[src/rtl/game_pkg.sv]
// Shared bulls-and-cows types: digit/entry containers, entry FSM states, game state codes,
// plus the digit-validation helpers used by the input front end.
package game_pkg;

    typedef logic [3:0] digit_t;
    typedef digit_t [3:0] entry_t;

    typedef enum logic [1:0] {
        IDLE,
        CHECK,
        VALID,
        WAIT_REL
    } entry_state_t;

    localparam logic [2:0] GAME_SETUP = 3'd0;
    localparam logic [2:0] GAME_GUESS = 3'd1;
    localparam logic [2:0] GAME_SCORE = 3'd2;
    localparam logic [2:0] GAME_WON   = 3'd3;

    function automatic logic digits_in_range(input entry_t e, input digit_t max_digit);
        logic ok;
        ok = 1'b1;
        for (int i = 0; i < 4; i++) begin
            if (e[i] > max_digit) ok = 1'b0;
        end
        return ok;
    endfunction

    // True when no two of the four digits are equal (six pairwise compares).
    function automatic logic digits_distinct(input entry_t e);
        logic ok;
        ok = 1'b1;
        for (int i = 0; i < 4; i++) begin
            for (int j = i + 1; j < 4; j++) begin
                if (e[i] == e[j]) ok = 1'b0;
            end
        end
        return ok;
    endfunction

endpackage

[src/rtl/game_input_entry_if.sv]
// Entry handshake between the player-input front end (master) and the game FSM (slave).
interface game_input_entry_if;
    logic        entry_enable;
    logic        entry_ack;
    logic [15:0] entry_data;
    logic        entry_valid;
    logic        entry_error;
    logic        entry_busy;

    modport master (
        input  entry_enable,
        input  entry_ack,
        output entry_data,
        output entry_valid,
        output entry_error,
        output entry_busy
    );

    modport slave (
        output entry_enable,
        output entry_ack,
        input  entry_data,
        input  entry_valid,
        input  entry_error,
        input  entry_busy
    );
endinterface

[src/rtl/input_debouncer.sv]
// Two-FF synchronizer followed by a stability counter; btn_stable follows the button only
// after it has held a new level for DEBOUNCE_COUNT consecutive cycles.
module input_debouncer #(
    parameter int DEBOUNCE_COUNT = 1_000_000
) (
    input  logic clock,
    input  logic reset,
    input  logic btn,
    output logic btn_stable
);
    localparam int CW = (DEBOUNCE_COUNT > 1) ? $clog2(DEBOUNCE_COUNT) : 1;

    logic          sync1_reg;
    logic          sync2_reg;
    logic          stable_reg;
    logic [CW-1:0] count_reg;

    always_ff @(posedge clock or posedge reset) begin
        if (reset) begin
            sync1_reg  <= 1'b0;
            sync2_reg  <= 1'b0;
            stable_reg <= 1'b0;
            count_reg  <= '0;
        end else begin
            sync1_reg <= btn;
            sync2_reg <= sync1_reg;
            if (sync2_reg != stable_reg) begin
                if (count_reg == CW'(DEBOUNCE_COUNT - 1)) begin
                    stable_reg <= sync2_reg;
                    count_reg  <= '0;
                end else begin
                    count_reg <= count_reg + 1'b1;
                end
            end else begin
                count_reg <= '0;
            end
        end
    end

    assign btn_stable = stable_reg;

endmodule

[src/rtl/game_input_entry.sv]
// Player-input front end: debounced confirm button captures SW as four digits, validates them
// and offers them over a valid/ack handshake. Define GAME_INPUT_DISTINCT_CHECK_EN to reject repeated digits.
module game_input_entry
    import game_pkg::*;
#(
    parameter int DEBOUNCE_COUNT = 1_000_000,
    parameter int DIGIT_MAX      = 9
) (
    input  logic                 clock,
    input  logic                 reset,
    input  logic [15:0]          SW,
    input  logic                 BTN_CONFIRM,
    game_input_entry_if.master   entry
);
    logic         btn_stable;
    logic         btn_stable_d_reg;
    logic         press;
    entry_state_t state_reg;
    entry_state_t state_next;
    entry_t       entry_data_reg;
    logic         error_reg;
    logic         error_next;
    logic         capture;
    logic         entry_ok;

    input_debouncer #(
        .DEBOUNCE_COUNT(DEBOUNCE_COUNT)
    ) u_confirm_debouncer (
        .clock      (clock),
        .reset      (reset),
        .btn        (BTN_CONFIRM),
        .btn_stable (btn_stable)
    );

    assign press = btn_stable & ~btn_stable_d_reg;

`ifdef GAME_INPUT_DISTINCT_CHECK_EN
    assign entry_ok = digits_in_range(entry_data_reg, digit_t'(DIGIT_MAX))
                    & digits_distinct(entry_data_reg);
`else
    assign entry_ok = digits_in_range(entry_data_reg, digit_t'(DIGIT_MAX));
`endif

    always_ff @(posedge clock or posedge reset) begin
        if (reset) begin
            state_reg        <= IDLE;
            btn_stable_d_reg <= 1'b0;
            entry_data_reg   <= '0;
            error_reg        <= 1'b0;
        end else begin
            state_reg        <= state_next;
            btn_stable_d_reg <= btn_stable;
            error_reg        <= error_next;
            if (capture) entry_data_reg <= entry_t'(SW);
        end
    end

    always_comb begin
        state_next = state_reg;
        capture    = 1'b0;
        error_next = 1'b0;
        case (state_reg)
            IDLE: begin
                if (press && entry.entry_enable) begin
                    state_next = CHECK;
                    capture    = 1'b1;
                end else if (press) begin
                    state_next = WAIT_REL;
                end
            end
            CHECK: begin
                if (entry_ok) begin
                    state_next = VALID;
                end else begin
                    state_next = WAIT_REL;
                    error_next = 1'b1;
                end
            end
            VALID: begin
                // An ack in the same cycle as a withdrawal still counts as accepted.
                if (entry.entry_ack || !entry.entry_enable) state_next = WAIT_REL;
            end
            WAIT_REL: begin
                if (!btn_stable) state_next = IDLE;
            end
            default: state_next = IDLE;
        endcase
    end

    assign entry.entry_data  = entry_data_reg;
    assign entry.entry_valid = (state_reg == VALID);
    assign entry.entry_error = error_reg;
    assign entry.entry_busy  = (state_reg != IDLE);

endmodule

[src/flat_wrapper.sv]
// flat-port wrapper written by rule: the top's interface ports become plain ports
module game_input_entry_flat import game_pkg::*;
#(
    parameter int DEBOUNCE_COUNT = 1_000_000,
    parameter int DIGIT_MAX      = 9
)
  (clock, reset, SW, BTN_CONFIRM, entry_entry_enable, entry_entry_ack, entry_entry_data, entry_entry_valid, entry_entry_error, entry_entry_busy);
  game_input_entry_if entry_i ();
  input  logic clock;
  input  logic reset;
  input  logic [15:0] SW;
  input  logic BTN_CONFIRM;
  input wire logic [$bits(entry_i.entry_enable)-1:0] entry_entry_enable;
  input wire logic [$bits(entry_i.entry_ack)-1:0] entry_entry_ack;
  output wire logic [$bits(entry_i.entry_data)-1:0] entry_entry_data;
  output wire logic [$bits(entry_i.entry_valid)-1:0] entry_entry_valid;
  output wire logic [$bits(entry_i.entry_error)-1:0] entry_entry_error;
  output wire logic [$bits(entry_i.entry_busy)-1:0] entry_entry_busy;
  assign entry_i.entry_enable = entry_entry_enable;
  assign entry_i.entry_ack = entry_entry_ack;
  assign entry_entry_data = entry_i.entry_data;
  assign entry_entry_valid = entry_i.entry_valid;
  assign entry_entry_error = entry_i.entry_error;
  assign entry_entry_busy = entry_i.entry_busy;
  game_input_entry #(.DEBOUNCE_COUNT(DEBOUNCE_COUNT), .DIGIT_MAX(DIGIT_MAX)) u_core (.clock(clock), .reset(reset), .SW(SW), .BTN_CONFIRM(BTN_CONFIRM), .entry(entry_i));
endmodule
[config.mk]
export PLATFORM = sky130hd
export DESIGN_NAME = game_input_entry_flat
export DESIGN_NICKNAME = d
export VERILOG_FILES = /design/src/rtl/game_pkg.sv /design/src/rtl/game_input_entry_if.sv /design/src/rtl/input_debouncer.sv /design/src/rtl/game_input_entry.sv /design/src/flat_wrapper.sv
export SDC_FILE = /design/constraint.sdc
export NUM_CORES = 1
export LEC_CHECK = 0
export CELL_PAD_IN_SITES_DETAIL_PLACEMENT = 0
export CELL_PAD_IN_SITES_GLOBAL_PLACEMENT = 1
export CORE_MARGIN = 2
export CORE_UTILIZATION = 36
export CTS_CLUSTER_SIZE = 10
export DETAILED_ROUTE_END_ITERATION = 16
export GPL_TIMING_DRIVEN = 1
export PLACE_DENSITY = 0.8
export SYNTH_ARGS = -nofsm -noshare
export SYNTH_HDL_FRONTEND = slang
export SYNTH_SLANG_ARGS = --single-unit
[constraint.sdc]
create_clock -name clock -period 1.64 [get_ports clock]
set_input_delay 0.328 -clock clock [delete_from_list [all_inputs] [get_ports clock]]
set_output_delay 0.328 -clock clock [all_outputs]
set_load 0.02 [all_outputs]
==> impl_metrics.json <==
{
  "yosysWarnings": 0,
  "clk_pin_slew_ns": 0.08,
  "ant_nets": 0,
  "r2r_slack_ns": 0.11,
  "syn_area_sq_um": 2016,
  "vias_per_cell": 4.758,
  "ir_worst_vdd_mv": 0.4850,
  "cts_buffers": 5,
  "fin_crit_sh": 0.9657,
  "ctsHoldBuffers": 0,
  "nets": 264,
  "coreArea_sq_um": 5473,
  "cp_top_family": "buffers and inverters",
  "fin_worst_skew_ns": 0.007508,
  "vias": 1475,
  "startpoint": "u_core.entry.entry_data[4]$_DFFE_PP0P_",
  "grt_pass1_vias": 1542,
  "largest_reg_flops": 20,
  "worstPathRequired_ns": 1.31,
  "fin_crit_ns": 1.584,
  "crit_slowest_cell": "clkdlybuf4s50_1",
  "ys_types": 36,
  "routabilityCongestion": 0.7021,
  "cts_sinks": 43,
  "critPathKind": "flip-flop to primary output",
  "maxCapViolations": 0,
  "p_leak_nw": 1.473,
  "hold_class": "flip-flop to flip-flop",
  "cp_max_fo": 2,
  "start_util": 0.3683,
  "die_h_um": 78.83,
  "antenna_found_initial": 0,
  "rows": 27,
  "ios": 40,
  "synthToLayoutAreaGrowth_pct": 40.66,
  "final_util": 0.5181,
  "cts_root_buffer": "clkbuf_8",
  "status": "finished clean",
  "tns_ns": 0,
  "dr.pass1.iters": 4,
  "dpl.cell_count": 301,
  "worst_slew_pin_slew_ns": 0.3292,
  "multi_input_area_sq_um": 917.1,
  "drtIter0Drc": 81,
  "synthCells": 173,
  "start_kind": "flip-flop",
  "ys_async_sr_fraction": 1.000,
  "overflow": 0,
  "fin_cells": 310,
  "clockBufferDepth": 2,
  "yosysSeqAreaShare": 0.5338,
  "cp.arrival_ns": 1.26,
  "portBuffers": 39,
  "maxSlewViolCount": 0,
  "tritoncts": "yes",
  "post_drt_wl_per_cell_um": 13.57,
  "die_w_um": 78.83,
  "p_per_area_nw_per_um2": 905.6,
  "power_mw": 2.568,
  "diodes": 0,
  "fmax_mhz": 631.4,
  "drive_above_1_share": 0.2353,
  "crit_chain": "clkdlybuf4s50_1",
  "worstReg2RegStart": "u_core.u_confirm_debouncer.count_reg[1]$_DFF_PP0_",
  "synth_flop_cell": "dfrtp_1",
  "r2r_end": "u_core.u_confirm_debouncer.btn_stable$_DFFE_PP0P_",
  "regArea_sq_um": 1076,
  "ys_seq_elements": 43,
  "slew_headroom": 0.7785,
  "grt.total_usage": 0.1474,
  "num-fill-cells": 506,
  "avgSynthCellArea_sq_um": 11.65,
  "grt_start_max_net_pins": 44,
  "dp_slack_ns": -0.003955,
  "cpPeakStageDelay_ns": 0.61,
  "htree_num_levels": 2,
  "syn-num-nets": 200,
  "drcViolationCount": 0,
  "path_depth": 1,
  "crit_buf_inv": 1,
  "end_kind": "primary output",
  "wirelength_mm": 4.206,
  "die_area_sq_um": 6213,
  "insertion_delay_ns": 0.30,
  "finalHoldViolCount": 0,
  "synth-edff-count": 0,
  "finalWorstSetupSlack_ns": 0.05624,
  "reg2regPathDepth": 5,
  "worstSetupEndpoint": "entry_entry_data[4]",
  "setup_violations": 0,
  "hpwl_mm": 2.996,
  "grt_first_pass_wirelength_mm": 7.231
}
-- what timing repair did --
action / in CTS / in global routing
pin swaps: 0 / 1
gates resized for setup: 6 / 20
setup endpoints to repair: 3 / 31
gates cloned: 0 / 0
setup buffers: 0 / 1
-- cell families after synthesis --
logic type	Yosys count	synth area share
AND/OR/NAND/NOR	62	0.1713
flip-flops	43	0.5338
multiplexers	19	0.1049
AO/OA/AOI/OAI	17	0.06269
XOR/XNOR	15	0.06518
buffers and inverters	11	0.02483
adder cells (fa/ha/maj)	6	0.03724
-- cell type report --
| type | count | area share |
|---|---|---|
| Clock buffer | 6 | 0.02560 |
| Multi-Input combinational cell | 119 | 0.3235 |
| Clock inverter | 2 | 0.02118 |
| Tap cell | 72 | 0.03177 |
| Inverter | 9 | 0.01192 |
| Sequential cell | 43 | 0.3795 |
| Timing Repair Buffer | 59 | 0.2065 |
-- power by group --
part           switching [mW]  leakage (nW)  internal [mW]  total (mW)
registers              0.0220         0.589           1.10        1.12
logic                   0.235         0.819          0.233       0.468
clock network           0.372        0.0654          0.609       0.981
total                   0.629          1.47           1.94        2.57
-- how the worst min path moves through the flow --
| stage | start | endpoint | slack, ns | cells past startpoint |
|---|---|---|---|---|
| after detailed placement | u_core.u_confirm_debouncer.sync1_reg$_DFF_PP0_ | u_core.u_confirm_debouncer.sync2_reg$_DFF_PP0_ | 0.34 | 0 |
| after floorplan | u_core.u_confirm_debouncer.sync1_reg$_DFF_PP0_ | u_core.u_confirm_debouncer.sync2_reg$_DFF_PP0_ | 0.33 | 0 |
| after CTS | u_core.u_confirm_debouncer.sync1_reg$_DFF_PP0_ | u_core.u_confirm_debouncer.sync2_reg$_DFF_PP0_ | 0.36 | 0 |
| final | u_core.u_confirm_debouncer.sync1_reg$_DFF_PP0_ | u_core.u_confirm_debouncer.sync2_reg$_DFF_PP0_ | 0.36 | 0 |
| after global routing | u_core.u_confirm_debouncer.sync1_reg$_DFF_PP0_ | u_core.u_confirm_debouncer.sync2_reg$_DFF_PP0_ | 0.37 | 0 |
| after global placement | u_core.u_confirm_debouncer.sync1_reg$_DFF_PP0_ | u_core.u_confirm_debouncer.sync2_reg$_DFF_PP0_ | 0.33 | 0 |
-- routing by layer --
layer / vias up / global-route usage / share of wire
met3: 7 / 0.03409 / 0.026
met5: - / 0 / 0
li1: 733 / - / -
met4: 0 / 0.05345 / 0.015
met2: 17 / 0.2308 / 0.48
met1: 718 / 0.2009 / 0.48
-- layout by cell type (no fill, tap or decap), types with 2 or more instances in the layout --
cell	instances
o21ai_0	7
buf_4	17
xnor2_1	9
nor3_1	5
ha_1	5
mux2i_1	2
xor2_1	6
nor4_1	4
buf_12	2
dfrtp_1	43
nand3_1	5
nand4b_1	2
inv_1	8
nand4_1	5
a21o_1	2
clkdlybuf4s50_1	25
and3_1	2
a21oi_1	2
clkbuf_8	5
dlymetal6s2s_1	11
nand2_1	8
nor2_1	20
mux2_2	17
bufinv_16	2
-- per-stage QoR --
| stage | hold slack, ns | area [sq um] |
|---|---|---|
| after global placement | 0.3340 | 2648 |
| after global routing | 0.3691 | 2835 |
| after CTS | 0.3596 | 2780 |
| final | 0.3595 | 2835 |
| after floorplan | 0.3312 | 2016 |
| after detailed placement | 0.3379 | 2648 |
-- Yosys cell counts, drive strengths merged (2+ instances only) --
cell,number,share of area
a21o,2,0.0074
a21oi,2,0.0050
and3,2,0.0062
buf,2,0.0081
dfrtp,43,0.53
ha,6,0.037
inv,9,0.017
mux2,17,0.095
mux2i,2,0.0099
nand2,9,0.017
nand3,6,0.017
nand4,6,0.022
nand4b,2,0.0087
nor2,20,0.037
nor3,6,0.017
nor4,5,0.023
o21ai,7,0.017
xnor2,9,0.039
xor2,6,0.026
Note: power is estimated with default switching activity, not from simulation.
